File: src/rtl/half_exp2_arb_pkg.sv
// ============================================================================
// half_exp2_arb_pkg : shared constants and helpers for the exp2 arbiter
// Revision: 1.0 - initial release
// ============================================================================
`default_nettype none

package half_exp2_arb_pkg;

  localparam int HALF_W        = 16;
  localparam logic [HALF_W-1:0] HALF_ONE = 16'h3C00;

  localparam int NREQ_DEFAULT  = 4;
  localparam int DEPTH_DEFAULT = 64;

  // A single requester still needs a one-bit tag to keep the FIFO non-degenerate.
  function automatic int tag_w(input int n);
    int w;
    w = $clog2(n);
    return (w < 1) ? 1 : w;
  endfunction

endpackage

`default_nettype wire

File: src/rtl/half_exp2_arbiter_tag_fifo.sv
// ============================================================================
// arb_tag_fifo : synchronous show-ahead FIFO holding requester tags in flight
// Revision: 1.0 - initial release
// ============================================================================
`default_nettype none

module arb_tag_fifo
  import half_exp2_arb_pkg::*;
#(
  parameter int WIDTH = 2,
  parameter int DEPTH = DEPTH_DEFAULT
) (
  input  logic                       clk,
  input  logic                       rstn,
  input  logic                       push,
  input  logic                       pop,
  input  logic [WIDTH-1:0]           din,
  output logic [WIDTH-1:0]           dout,
  output logic [$clog2(DEPTH+1)-1:0] count,
  output logic                       full,
  output logic                       empty
);

  localparam int AW    = $clog2(DEPTH);
  localparam int CNT_W = $clog2(DEPTH+1);

  logic [WIDTH-1:0] mem [DEPTH];

  logic [AW-1:0]    wr_ptr_q, wr_ptr_d;
  logic [AW-1:0]    rd_ptr_q, rd_ptr_d;
  logic [CNT_W-1:0] count_q,  count_d;
  logic             push_ok;
  logic             pop_ok;

  assign full    = (count_q == CNT_W'(DEPTH));
  assign empty   = (count_q == '0);
  assign push_ok = push & ~full;
  assign pop_ok  = pop & ~empty;
  assign dout    = mem[rd_ptr_q];
  assign count   = count_q;

  // DEPTH is a power of two, so the pointers wrap by natural overflow.
  always_comb begin
    wr_ptr_d = wr_ptr_q;
    rd_ptr_d = rd_ptr_q;
    count_d  = count_q;
    if (push_ok) begin
      wr_ptr_d = wr_ptr_q + AW'(1);
    end
    if (pop_ok) begin
      rd_ptr_d = rd_ptr_q + AW'(1);
    end
    case ({push_ok, pop_ok})
      2'b10:   count_d = count_q + CNT_W'(1);
      2'b01:   count_d = count_q - CNT_W'(1);
      default: count_d = count_q;
    endcase
  end

  always_ff @(posedge clk or negedge rstn) begin
    if (!rstn) begin
      wr_ptr_q <= '0;
      rd_ptr_q <= '0;
      count_q  <= '0;
    end else begin
      wr_ptr_q <= wr_ptr_d;
      rd_ptr_q <= rd_ptr_d;
      count_q  <= count_d;
    end
  end

  always_ff @(posedge clk) begin
    if (push_ok) begin
      mem[wr_ptr_q] <= din;
    end
  end

endmodule

`default_nettype wire

File: src/rtl/half_exp2_arbiter.sv
// ============================================================================
// half_exp2_arbiter : round-robin sharing of one half-precision exp2 pipeline
// Revision: 1.0 - initial release
// ============================================================================
`default_nettype none

module half_exp2_arbiter
  import half_exp2_arb_pkg::*;
#(
  parameter int NREQ  = NREQ_DEFAULT,
  parameter int DEPTH = DEPTH_DEFAULT,
  parameter int W     = HALF_W
) (
  input  logic                       clk,
  input  logic                       rstn,
  input  logic [NREQ-1:0]            req_valid,
  input  logic [NREQ*W-1:0]          req_a,
  output logic [NREQ-1:0]            req_ready,
  output logic                       exp_in_valid,
  output logic [W-1:0]               exp_a,
  input  logic                       exp_out_valid,
  input  logic [W-1:0]               exp_c,
  output logic [NREQ-1:0]            rsp_valid,
  output logic [W-1:0]               rsp_c,
  output logic [$clog2(DEPTH+1)-1:0] outstanding,
  output logic                       err_orphan
);

  localparam int TAG_W = tag_w(NREQ);
  localparam int CNT_W = $clog2(DEPTH+1);

  logic [TAG_W-1:0] rr_ptr_q, rr_ptr_d;
  logic             exp_in_valid_q, exp_in_valid_d;
  logic [W-1:0]     exp_a_q, exp_a_d;
  logic [NREQ-1:0]  rsp_valid_q, rsp_valid_d;
  logic [W-1:0]     rsp_c_q, rsp_c_d;
  logic             err_orphan_q, err_orphan_d;

  logic [TAG_W-1:0] winner;
  logic [TAG_W-1:0] rr_next;
  logic [W-1:0]     win_a;
  logic             found;
  logic             grant_ok;
  logic             push;
  logic             pop;

  logic [TAG_W-1:0] fifo_dout;
  logic [CNT_W-1:0] fifo_count;
  logic             fifo_full;
  logic             fifo_empty;

  // First valid requester at or after rr_ptr, wrapping modulo NREQ.
  always_comb begin
    winner = '0;
    found  = 1'b0;
    for (int k = 0; k < NREQ; k++) begin
      if (!found && req_valid[(int'(rr_ptr_q) + k) % NREQ]) begin
        found  = 1'b1;
        winner = TAG_W'((int'(rr_ptr_q) + k) % NREQ);
      end
    end
  end

  // rstn gating keeps req_ready low while reset is held, like every other output.
  assign grant_ok = found & ~fifo_full & rstn;
  assign push     = grant_ok;
  assign pop      = exp_out_valid & ~fifo_empty;
  assign win_a    = req_a[int'(winner)*W +: W];
  assign rr_next  = (int'(winner) == NREQ-1) ? '0 : winner + TAG_W'(1);

  always_comb begin
    req_ready = '0;
    if (grant_ok) begin
      req_ready[winner] = 1'b1;
    end
  end

  always_comb begin
    rr_ptr_d       = rr_ptr_q;
    exp_in_valid_d = push;
    exp_a_d        = exp_a_q;
    rsp_valid_d    = '0;
    rsp_c_d        = rsp_c_q;
    err_orphan_d   = err_orphan_q | (exp_out_valid & fifo_empty);
    if (push) begin
      rr_ptr_d = rr_next;
      exp_a_d  = win_a;
    end
    if (pop) begin
      rsp_valid_d[fifo_dout] = 1'b1;
      rsp_c_d                = exp_c;
    end
  end

  always_ff @(posedge clk or negedge rstn) begin
    if (!rstn) begin
      rr_ptr_q       <= '0;
      exp_in_valid_q <= 1'b0;
      exp_a_q        <= '0;
      rsp_valid_q    <= '0;
      rsp_c_q        <= '0;
      err_orphan_q   <= 1'b0;
    end else begin
      rr_ptr_q       <= rr_ptr_d;
      exp_in_valid_q <= exp_in_valid_d;
      exp_a_q        <= exp_a_d;
      rsp_valid_q    <= rsp_valid_d;
      rsp_c_q        <= rsp_c_d;
      err_orphan_q   <= err_orphan_d;
    end
  end

  arb_tag_fifo #(
    .WIDTH (TAG_W),
    .DEPTH (DEPTH)
  ) u_tag_fifo (
    .clk   (clk),
    .rstn  (rstn),
    .push  (push),
    .pop   (pop),
    .din   (winner),
    .dout  (fifo_dout),
    .count (fifo_count),
    .full  (fifo_full),
    .empty (fifo_empty)
  );

  assign exp_in_valid = exp_in_valid_q;
  assign exp_a        = exp_a_q;
  assign rsp_valid    = rsp_valid_q;
  assign rsp_c        = rsp_c_q;
  assign outstanding  = fifo_count;
  assign err_orphan   = err_orphan_q;

endmodule

`default_nettype wire
File: config.mk
export PLATFORM = sky130hd
export DESIGN_NAME = half_exp2_arbiter
export DESIGN_NICKNAME = d
export VERILOG_FILES = /design/src/rtl/half_exp2_arb_pkg.sv /design/src/rtl/half_exp2_arbiter_tag_fifo.sv /design/src/rtl/half_exp2_arbiter.sv
export SDC_FILE = /design/constraint.sdc
export NUM_CORES = 1
export LEC_CHECK = 0
export CORE_MARGIN = 2
export CORE_UTILIZATION = 54
export DETAILED_ROUTE_END_ITERATION = 7
export PLACE_DENSITY_LB_ADDON = 0.1
export SLEW_MARGIN = 5
export SYNTH_ARGS = -nofsm -noshare
export SYNTH_HDL_FRONTEND = slang
export SYNTH_HIERARCHICAL = 1
export SYNTH_SLANG_ARGS = --single-unit
File: constraint.sdc
create_clock -name clk -period 6.8 [get_ports clk]
set_clock_uncertainty 0.15 [all_clocks]
set_input_delay 2.04 -clock clk [delete_from_list [all_inputs] [get_ports clk]]
set_output_delay 2.04 -clock clk [all_outputs]
set_load 0.01 [all_outputs]
==> reports/metrics.yaml, run 1 <==
setup_path:
  startpoint_type: "input port"
  crit_required_ns: 4.61
  cp-startpoint: "req_valid[2]"
  crit_path_cell_trace: "clkdlybuf4s50_1, nor2b_1, a21boi_1, o32ai_4, buf_4, inv_2, and3_1, clkdlybuf4s50_1"
  r2r_slack_ns: 2.80
  ff2ff_path_depth: 15
  critical-path-slowest-cell: "clkdlybuf4s50_1"
  cpPeakStageDelay_ns: 0.53
  r2r_start: "u_tag_fifo/count[3]$_DFFE_PN0P_"
  crit_path_max_fanout: 18
  worst_path_most_repeated_cell: "clkdlybuf4s50_1"
  rr_endpoint: "u_tag_fifo/count[6]$_DFFE_PN0P_"
  worst_setup_path_end_kind: "output pin"
  worstPathArrival_ns: 4.19
  worstSetupPathType: "input port to output pin"
die:
  core_um2: 15800
  die_x_um: 131
  dieArea_um2: 17100
  rows: 46
  die-height_um: 131
  ioPinCount: 136
  start_util_pct: 54.9
clock_tree:
  h-tree-depth: 4
  clockBufferDepth: 2
  cts_hold_buffers: 0
  clock-sinks: 187
  post-cts-setup-buffers: 0
  worst_skew_pair.late_latency_ns: 0.43
  clk_pin_slew_ns: 0.07
  cts_root_buffer: "clkbuf_16"
  cts_tree: "done"
  cts_buffers: 17
  cts_resized: 0
layout:
  area_growth_pct: 23.9
  register_area_um2: 5320
  fill_cells: 1167
  multiInputGateArea_um2: 3020
  layout.nets: 870
  drive_gt1_share_pct: 13.7
  antennaDiodeCount: 0
  fin_area_um2: 10700
placed_design:
  placed_area_um2: 10100
  dp_slack_ns: 0.446
  place_congestion: 0.856
  dp_hpwl_um: 13000
  port_buffers: 135
synth:
  avgSynthCellArea_um2: 13.3
  ys_types: 58
  ys.flop_type: "edfxtp_1"
  synth_common_cells: "128 x edfxtp_1, 74 x nor2_1, 59 x dfrtp_1"
  syn_nets: 748
  synth_top_family_by_area: "simple AND/OR/NAND/NOR gates"
  yosysTopAreaCell: "edfxtp_1"
  synth_top_area_share_pct: 44.4
  synth-xor-area-share_pct: 1.32
  syn_inst: 651
  ys_seq_area_share_pct: 61.5
  synthAdderAreaFrac_pct: 1.53
  synth_area_um2: 8650
  ys_top_cells_by_area: "edfxtp_1 44%, dfrtp_1 17%, mux4_2 6.2%"
  synth_edf_count: 128
  synth_compound_area_share_pct: 9.40
  synthSimpleGateAreaFrac_pct: 11.8
  async_reset_ff_share_pct: 31.6
  ys_warn_count: 6
  yosysMostFrequentCell: "edfxtp_1"
  synth-seq-cells: 187
  synth_mux_area_share_pct: 10.8
global_routing:
  grt_overflow_total: 0
  grt_antenna_before_repair: 0
  track_usage_pct: 23.6
  grt_pass1_vias: 5945
  grt_max_degree: 81
  grt_first_pass_wirelength_um: 30500
sta:
  fin_setup_tns_ns: 0
  fmax_mhz: 157
  fin_crit_sh_pct: 93.8
  drv_slew: 0
  hold_viol_final: 0
  rsz0062_at_grt: "false"
  setup_ws_ns: 0.421
  worstMarginPinSlew_ns: 1.03
  maxSlewHeadroom_pct: 31.7
  report.final.setup_viol: 0
  post-route-min-period_ns: 6.38
status:
  outcome: "complete, no violations"
route:
  first_iter_violations: 501
  vias: 5856
  drc: 0
  drt_first_pass_iters: 5
  vias_per_cell: 5.84
  detail_route.wl_per_cell_um: 19.4
  ant_nets: 0
  wl_um: 19400
hold_path:
  hold_start: "err_orphan$_DFF_PN0_"
  holdPathStages: 1
  whs_endpoint: "err_orphan$_DFF_PN0_"
  hp-class: "register to register"
power:
  p_per_area_nw_per_um2: 396
  ir_drop_uv: 367
  p_leak_nw: 3.92
run:
  max-cap-violations: 0
worst max-delay path by stage:
stage | endpoint | slack, ns
2_1_floorplan | req_ready[2] | 0.29
4_1_cts | req_ready[2] | 0.43
3_5_place_dp | req_ready[2] | 0.45
3_3_place_gp | req_ready[3] | 0.50
5_1_grt | req_ready[2] | 0.29
6_report | req_ready[2] | 0.42
critical path, delay by kind of cell:
family | cells | cell delay, ns
AO/OA/AOI/OAI | 2 | 0.46
buffers and inverters | 4 | 1.32
AND/OR/NAND/NOR | 2 | 0.37
where the power goes:
group          leakage (nW)  switching (mW)  internal (mW)
registers              1.87           0.188           1.49
logic                  1.77           0.867          0.737
clock network         0.285           0.443          0.519
total                  3.92            1.50           2.74
logic make-up after synthesis:
group	Yosys count
and+or+nand+nor	198
DFF	187
AOI/OAI and AO/OA	112
buffers and inverters	71
muxes	60
xor gates and xnor gates	13
adders and majority gates	10
layer usage:
layer / GRT usage [%] / part of all wire [%] / vias up
li1: - / - / 2699
met1: 31.3 / 41 / 2936
met2: 39.3 / 51 / 194
met3: 5.46 / 6.1 / 27
met4: 7.26 / 1.6 / 0
met5: 0 / 0 / -
stage by stage:
stage / instances / total power [mW] / hold slack [ns] / util [%]
4_1_cts: 1002 / 4.27 / 0.322 / 68.0
3_3_place_gp: 970 / 3.26 / 0.297 / 64.3
2_1_floorplan: 651 / 2.74 / 0.330 / -
5_1_grt: 1002 / 4.49 / 0.354 / 68.0
6_report: 1002 / 4.24 / 0.317 / 68.0
3_5_place_dp: 970 / 3.30 / 0.302 / 64.3
placed cells by master (no fill, tap or decap), types with 13 or more instances in the layout:
| cell | count |
|---|---|
| a211oi_1 | 18 |
| a21boi_0 | 16 |
| and3_1 | 39 |
| clkbuf_16 | 17 |
| clkdlybuf4s50_1 | 134 |
| dfrtp_1 | 58 |
| edfxtp_1 | 128 |
| inv_1 | 28 |
| mux2_2 | 27 |
| mux4_2 | 24 |
| nand2_1 | 23 |
| nand3_1 | 13 |
| nor2_1 | 74 |
| o22ai_1 | 22 |
| o31ai_1 | 17 |
flip-flops by register name, summed over array words and instances, names as in the netlist:
signal and flops:
u_tag_fifo/count 7, u_tag_fifo/rd_ptr_q 6, exp_a 16, u_tag_fifo/wr_ptr_q 6, exp_in_valid 1, rr_ptr_q 2
rsp_c 16, rsp_valid 4, err_orphan 1, u_tag_fifo/mem 128
layout make-up:
type / instances / area share [%]
Multi-Input combinational cell: 393 / 28.2
Inverter: 29 / 1.02
Clock inverter: 15 / 1.42
Clock buffer: 17 / 3.97
Timing Repair Buffer: 145 / 13.3
Tap cell: 216 / 2.52
Sequential cell: 187 / 49.6
Power figures use the tool's default switching activity.
==> inputs of run 2 (changes only) <==
--- a/config.mk
+++ b/config.mk
@@ -6,7 +6,7 @@
 export NUM_CORES = 1
 export LEC_CHECK = 0
 export CORE_MARGIN = 2
-export CORE_UTILIZATION = 54
+export CORE_UTILIZATION = 45
 export DETAILED_ROUTE_END_ITERATION = 7
 export PLACE_DENSITY_LB_ADDON = 0.1
 export SLEW_MARGIN = 5
==> run 2 against run 1 <==
Highest routed layer unchanged. Core utilization is 11 points lower. Cell count is 1.8% higher. Routed wire length is 4.4% higher. Fmax is 0.31% lower. Sequential power hardly changed. Global-route usage is 3.0 points lower. Critical endpoint is now req_ready[3].
==> reports/metrics.yaml, run 2 (synthesis gave the netlist of run 1 again) <==
die:
  die-height_um: 143  # +9.3%
  rows: 50  # +8.7%
  start_util_pct: 46.1  # -8.8 points
  core_um2: 18800  # +19%
  dieArea_um2: 20400  # +19%
  die_x_um: 143  # +9.3%
  ioPinCount: 136  # unchanged
setup_path:
  startpoint_type: "input port"
  crit_path_max_fanout: 4  # -14
  worstPathArrival_ns: 4.21  # +0.02 ns
  worst_setup_path_end_kind: "output pin"
  worstSetupPathType: "input port to output pin"
  crit_required_ns: 4.61  # about the same
power:
  clockPowerShare_pct: 23.0  # +0.3 points
  comb_power_share_pct: 38.0  # +0.2 points
  p_leak_nw: 3.93  # +0.25%
  power_frac_seq_pct: 39.0  # -0.5 points
  p_per_area_nw_per_um2: 398  # +0.45%
  intPower_mw: 2.79  # +1.8%
  power.total_mw: 4.28  # +0.80%
  switchingPower_mw: 1.48  # -1.1%
  ir_drop_uv: 297  # -19%
  switching_share_pct: 34.7  # -0.66 points
clock_tree:
  cts_tree: "done"
  h-tree-depth: 4  # unchanged
  cts_resized: 0  # unchanged
  clock-sinks: 187  # unchanged
  cts_hold_buffers: 0  # unchanged
  post-cts-setup-buffers: 0  # unchanged
  clockBufferDepth: 2  # unchanged
  worst_skew_pair.late_latency_ns: 0.43  # about the same
  cts_buffers: 17  # unchanged
  clk_pin_slew_ns: 0.06  # about the same
  cts_root_buffer: "clkbuf_16"
global_routing:
  grt_first_pass_wirelength_um: 31800  # +4.4%
  grt_max_degree: 81  # unchanged
  met2_usage_pct: 33.5  # -5.9 points
  grt_pass1_vias: 5847  # -1.6%
  track_usage_pct: 20.6  # -3.0 points
  grt_util_met1_pct: 27.6  # -3.7 points
  top_usage_layer: "met2"
  grt_antenna_before_repair: 0  # unchanged
  grt_overflow_total: 0  # unchanged
  met3_usage_pct: 5.06  # -0.39 points
sta:
  worstMarginPinSlew_ns: 0.802  # -0.223 ns
  fin_setup_tns_ns: 0  # unchanged
  drv_slew: 0  # unchanged
  post-route-min-period_ns: 6.40  # +0.0200 ns
  rsz0062_at_grt: "false"
  maxSlewHeadroom_pct: 46.5  # +15 points
  hold_viol_final: 0  # unchanged
  report.final.setup_viol: 0  # unchanged
  fin_crit_sh_pct: 94.1  # +0.29 points
  fmax_mhz: 156  # -0.31%
route:
  vias_per_cell: 5.70  # -2.6%
  vias: 5809  # -0.80%
  ant_nets: 0  # unchanged
  wl_um: 20200  # +4.4%
  drt_first_pass_iters: 4  # -1
  drc: 0  # unchanged
  first_iter_violations: 298  # -41%
  detail_route.wl_per_cell_um: 19.8  # +2.5%
layout:
  antennaDiodeCount: 0  # unchanged
  layout.nets: 870  # unchanged
  final_common_cell: "clkdlybuf4s50_1"
  fin_util_pct: 57.3  # -11 points
  largest_reg_flops: 128  # unchanged
  layout_common_cells: "134 x clkdlybuf4s50_1, 128 x edfxtp_1, 74 x nor2_1"
  largest_register: "u_tag_fifo/mem"
  drive_gt1_share_pct: 13.6  # -0.13 points
  area_growth_pct: 24.3
placed_design:
  place_congestion: 0.813  # -5.0%
  port_buffers: 135  # unchanged
  dp_hpwl_um: 13500  # +4.2%
hold_path:
  hp-class: "register to register"
status:
  outcome: "complete, no violations"
run:
  max-cap-violations: 0  # unchanged
==> run 2: cell types whose count changed in the layout (fill, tap and decap cells not counted), sizes merged <==
cell / previous run / this run
inv: 38 / 33
clkbuf: 17 / 19
clkinv: 4 / 6
bufinv: 1 / 2
==> run 2: cell type report <==
| class | count | area (um^2) |
|---|---|---|
| Inverter | 29 | 109 |
| Multi-Input combinational cell | 393 | 3020 |
| Tap cell | 234 | 293 |
| Fill cell | 1535 | 8010 |
| Clock inverter | 13 | 139 |
| Timing Repair Buffer | 145 | 1420 |
| Clock buffer | 19 | 454 |
| Sequential cell | 187 | 5320 |
==> run 2: per-layer routing <==
layer | wire, um | vias up
met5 | 0 | -
met4 | 363 | 0
met2 | 10000 | 144
met3 | 1100 | 30
met1 | 8740 | 2931
li1 | - | 2704
==> run 2: worst paths after layout <==
check | cells after the start | startpoint | slack, ns | to
min in group asynchronous | 2 | rstn | 1.69 | exp_a[13]$_DFFE_PN0P_
setup reg to reg | 15 | u_tag_fifo/count[3]$_DFFE_PN0P_ | 2.80 | u_tag_fifo/count[6]$_DFFE_PN0P_
hold / removal | 1 | err_orphan$_DFF_PN0_ | 0.31 | err_orphan$_DFF_PN0_
hold reg to reg | 1 | err_orphan$_DFF_PN0_ | 0.31 | err_orphan$_DFF_PN0_
max in group asynchronous | 2 | rstn | 4.27 | u_tag_fifo/rd_ptr_q[0]$_DFFE_PN0P_
setup / recovery | 7 | req_valid[3] | 0.40 | req_ready[3]
==> run 2: stage by stage <==
stage	instances	hold slack [ns]	setup WS [ns]	cell area, um^2
global placement	988	0.293	0.491	10200
floorplan	651	0.330	0.293	8650
CTS	1020	0.319	0.429	10800
finish	1020	0.313	0.401	10800
detailed placement	988	0.297	0.445	10200
global route	1020	0.351	0.293	10800
==> run 2: critical path, cell delays in order <==
cell and delay [ns]:
clkdlybuf4s50_1 0.61, nor2_2 0.09, or4b_4 0.54, nand2_1 0.11, ha_1 0.16, and2_1 0.12
clkdlybuf4s50_1 0.53
==> run 2: power by group through the flow <==
stage / sequential [mW] / clock (mW) / combinational, mW
after floorplan: 1.65 / 0 / 1.09
after global placement: 1.68 / 0 / 1.61
after detailed placement: 1.69 / 0 / 1.64
after CTS: 1.67 / 1.00 / 1.64
after global routing: 1.70 / 1.05 / 1.79
final: 1.67 / 0.985 / 1.63
